<file path="config.mk">
export PLATFORM = sky130hd
export DESIGN_NAME = logic_result_queue
export DESIGN_NICKNAME = d
export VERILOG_FILES = /design/src/rtl/logic_result_queue.sv
export SDC_FILE = /design/constraint.sdc
export NUM_CORES = 1
export LEC_CHECK = 0
export ABC_AREA = 1
export CELL_PAD_IN_SITES_DETAIL_PLACEMENT = 1
export CELL_PAD_IN_SITES_GLOBAL_PLACEMENT = 1
export CORE_ASPECT_RATIO = 1.5
export CORE_MARGIN = 3
export CORE_UTILIZATION = 45
export CTS_CLUSTER_SIZE = 30
export DETAILED_ROUTE_END_ITERATION = 6
export PLACE_DENSITY_LB_ADDON = 0.12
export SYNTH_ARGS = -nofsm -noshare
export SYNTH_HDL_FRONTEND = slang
export SYNTH_SLANG_ARGS = --single-unit
</file>
<file path="constraint.sdc">
create_clock -name clk -period 4.31 [get_ports clk]
set_input_delay 0.862 -clock clk [delete_from_list [all_inputs] [get_ports clk]]
set_output_delay 0.862 -clock clk [all_outputs]
set_load 0.01 [all_outputs]
</file>
<file path="src/rtl/logic_result_queue.sv">
// Bitwise logic stage (AND/OR/XOR/NOR per lane) feeding a registered result FIFO.
// Optional pop counter (ops_done/ops_clr) built only when LOGIC_OPCOUNT_EN is defined.
module logic_result_queue #(
  parameter int W     = 4,
  parameter int DEPTH = 4
) (
  input  logic                       clk,
  input  logic                       rst,
  input  logic                       in_valid,
  output logic                       in_ready,
  input  logic [1:0]                 op,
  input  logic [W-1:0]               a,
  input  logic [W-1:0]               b,
  output logic                       out_valid,
  input  logic                       out_ready,
  output logic [W-1:0]               o,
  output logic                       zero,
  output logic [1:0]                 out_op,
  output logic [$clog2(DEPTH):0]     count
`ifdef LOGIC_OPCOUNT_EN
  ,
  input  logic                       ops_clr,
  output logic [7:0]                 ops_done
`endif
);

  localparam int PW = $clog2(DEPTH);
  localparam int CW = PW + 1;
  localparam int EW = W + 3;

  // Handshakes: a transfer happens on a rising edge only when valid and ready
  // are both high; ready never depends on valid on either side.
  logic [EW-1:0] mem [DEPTH];
  logic [PW-1:0] wr_ptr;
  logic [PW-1:0] rd_ptr;
  logic          full;
  logic          empty;
  logic          push;
  logic          pop;
  logic [W-1:0]  result;

  assign full      = (count == CW'(DEPTH));
  assign empty     = (count == '0);
  assign in_ready  = !full;
  assign out_valid = !empty;
  assign push      = in_valid && in_ready;
  assign pop       = out_valid && out_ready;

  always_comb begin
    result = '0;
    case (op)
      2'b00:   result = a & b;
      2'b01:   result = a | b;
      2'b10:   result = a ^ b;
      default: result = ~(a | b);
    endcase
  end

  // Head is read straight from storage, so clearing storage on reset zeroes o/zero/out_op.
  assign {out_op, zero, o} = mem[rd_ptr];

  always_ff @(posedge clk) begin
    if (rst) begin
      wr_ptr <= '0;
      rd_ptr <= '0;
      count  <= '0;
      for (int i = 0; i < DEPTH; i++) mem[i] <= '0;
    end else begin
      if (push) begin
        mem[wr_ptr] <= {op, ~|result, result};
        wr_ptr      <= wr_ptr + 1'b1;
      end
      if (pop) rd_ptr <= rd_ptr + 1'b1;
      case ({push, pop})
        2'b10:   count <= count + 1'b1;
        2'b01:   count <= count - 1'b1;
        default: count <= count;
      endcase
    end
  end

`ifdef LOGIC_OPCOUNT_EN
  always_ff @(posedge clk) begin
    if (rst || ops_clr) ops_done <= '0;
    else if (pop && ops_done != 8'hFF) ops_done <= ops_done + 8'd1;
  end
`endif

endmodule

</file>
==> qor.txt <==
Starting Density = 47.7%
Post-CTS Setup Inserts = 0
Synth Instances = 201
Met1 Use GR = 22.6%
DP Cell Count = 267
VDD IR-drop max = 416 uV
Antenna diode count = 0
Syn Nets = 225
Post-CTS sizing = 0
Crit-path max FO = 15
Highest-count cells in the layout ignoring fill and taps = 38 x nor2_1, 28 x edfxtp_1, 27 x inv_1, 26 x o21ai_0, 25 x clkdlybuf4s50_1
Gpl congestion = 0.753
Layout cells sized above 1 = 10.9%
Clk_lat worst skew = 0.29 ns
Max clock buf depth = 2
Commonest non-fill, non-tap cell in the layout = nor2_1
WL final = 4.59 mm
Clock share of power = 21.8%
Power per cell area = 479 nW/um2
Most used routing layer = met2
Fin util = 57.0%
Synth warn = 0
Die ar. = 5110 um2
Reg clk slew, reported paths = 0.08 ns
Reg area = 1020 um2
Vias after detailed routing = 1482
CTS Root Cell = clkbuf_8
Period minus WS final = 2.95 ns
CTS Hold Bufs = 0
Post-synthesis area per instance = 9.56 um2
Multi-input logic area = 778 um2
Internal power = 0.715 mW
First-pass GRT wire length = 7.87 mm
Worst Path Required = 3.45 ns
Min-Delay Path Class = reg -> reg
Syn-to-layout area delta = 19.5%
GRT Util Overall = 20.5%
Overall Power = 1.10 mW
Clock sink total = 37
Max_slew headroom = 26.3%
Number of global-route vias before repair = 1618
Slew Limit Fails = 0
FF+latch count, synth = 37
Area of the core = 4030 um2
Largest net degree at the start of global routing = 16
Grt met3 use = 3.46%
Row count = 28
RSZ-0062 raised after global routing = no
Via/cell ratio = 5.39
Startpoint types = flip-flop
Post-synth cell types = 23
Drt pass-1 iters = 4
Combinational power share = 35.0%
DIE HEIGHT = 86.0 um
DRC = 0
Initial DRC count = 42
WL per Instance = 16.7 um
Arr. time, crit path = 2.09 ns
Achievable Freq = 339 MHz
Max cap viols = 0
CP Capture Type = primary output
Flop pwr share = 43.3%
CP Class = reg -> out
Port-buffer cells = 25
Final Skew = 0.0113 ns
CTS tree = done
Pleak = 0.941 nW
Synthesized cell area = 1920 um2
Total negative slack = 0 ns
Dpl hpwl = 3.50 mm
Total CTS buffers = 5
Final period utilization = 68.5%
CTS H-tree lvls = 2
Met2 capacity usage during global routing = 38.5%
Final setup viols = 0
Io pins = 26
Sequential area share after synthesis = 53.1%
Worst slew pin tran = 1.10 ns
Nets = 253
Initial antenna violation count = 0
Fin cells = 275
DRT antenna net count = 0
Fin. Hold Viols = 0
Die W = 59.4 um
Fill count = 473
Outcome = complete, no violations
Sw power = 0.385 mW
Gr ovfl total = 0
Switching Fraction = 35.0%
[stage by stage]
stage / area [um2] / worst slack, ns / hold slack [ns]
after floorplan: 1920 / 2.24 / 0.497
after global placement: 2210 / 1.71 / 0.490
after detailed placement: 2210 / 1.61 / 0.514
after CTS: 2300 / 1.30 / 0.537
after global routing: 2300 / 1.11 / 0.592
final: 2300 / 1.36 / 0.534
[state kept, by name, summed over array words and instances, names as in the netlist, named ones only]
signal,cells
mem,28
wr_ptr,2
rd_ptr,2
count,3
[power groups by stage]
stage,combinational [mW],clock [mW],sequential (mW)
after floorplan,0.215,0,0.472
after global placement,0.364,0,0.480
after detailed placement,0.384,0,0.483
after CTS,0.393,0.239,0.476
after global routing,0.431,0.258,0.484
final,0.385,0.239,0.476
[routing by layer]
metal,part of all wire [%],vias up,wire [um]
met1,38,728,1740
met2,58,22,2660
met4,1.3,0,60
li1,-,726,-
met5,0,-,0
met3,2.7,6,126
[synth_stat cells]
cell type / instances / area, um2
a21oi_1: 4 / 20.0
and2_1: 1 / 6.26
buf_2: 2 / 10.0
clkbuf_1: 2 / 7.51
clkinv_1: 1 / 3.75
dfxtp_1: 9 / 180
edfxtp_1: 28 / 841
fa_1: 1 / 20.0
ha_1: 9 / 113
inv_1: 27 / 101
nand2_1: 22 / 82.6
nand2_2: 4 / 25.0
nand2_4: 2 / 22.5
nand3_1: 5 / 25.0
nand3_4: 3 / 52.6
nor2_1: 38 / 143
nor2_2: 3 / 18.8
nor2_8: 1 / 20.0
nor3_2: 4 / 40.0
o21ai_0: 26 / 130
o22ai_1: 7 / 43.8
o31ai_1: 1 / 7.51
xor2_1: 1 / 8.76
[critical path, stage by stage (launching register included)]
cell,delay [ns]
dfxtp_1,0.61
inv_1,0.31
o21ai_0,0.28
o22ai_1,0.11
clkdlybuf4s50_1,0.49
[worst paths after layout]
path,startpoint,to,slack (ns),cells past startpoint
setup / recovery,flip-flop,o[2],1.36,4
hold / removal,count[0]$_SDFFE_PP0P_,count[0]$_SDFFE_PP0P_,0.53,1
setup reg to reg,count[0]$_SDFFE_PP0P_,count[2]$_SDFFE_PP0P_,2.36,11
hold reg to reg,count[0]$_SDFFE_PP0P_,count[0]$_SDFFE_PP0P_,0.53,1
[final cells by class]
type                       instances  share of cell area, %
sequential                        37                   44.4
multi-input combinational        132                   33.9
timing repair buffer              25                   10.9
inverter                          28                   4.58
clock buffer                       5                   3.00
tap                               45                   2.45
clock inverter                     3                  0.763
[cell families after synthesis]
family	Yosys count	share of synthesized area, %
adder cells (fa/ha/maj)	10	6.90
AND/OR/NAND/NOR	83	22.7
buffers and inverters	32	6.38
flip-flops	37	53.1
XOR/XNOR	1	0.456
AO/OA/AOI/OAI	38	10.5
No activity file was read; power rests on OpenSTA's default activity.
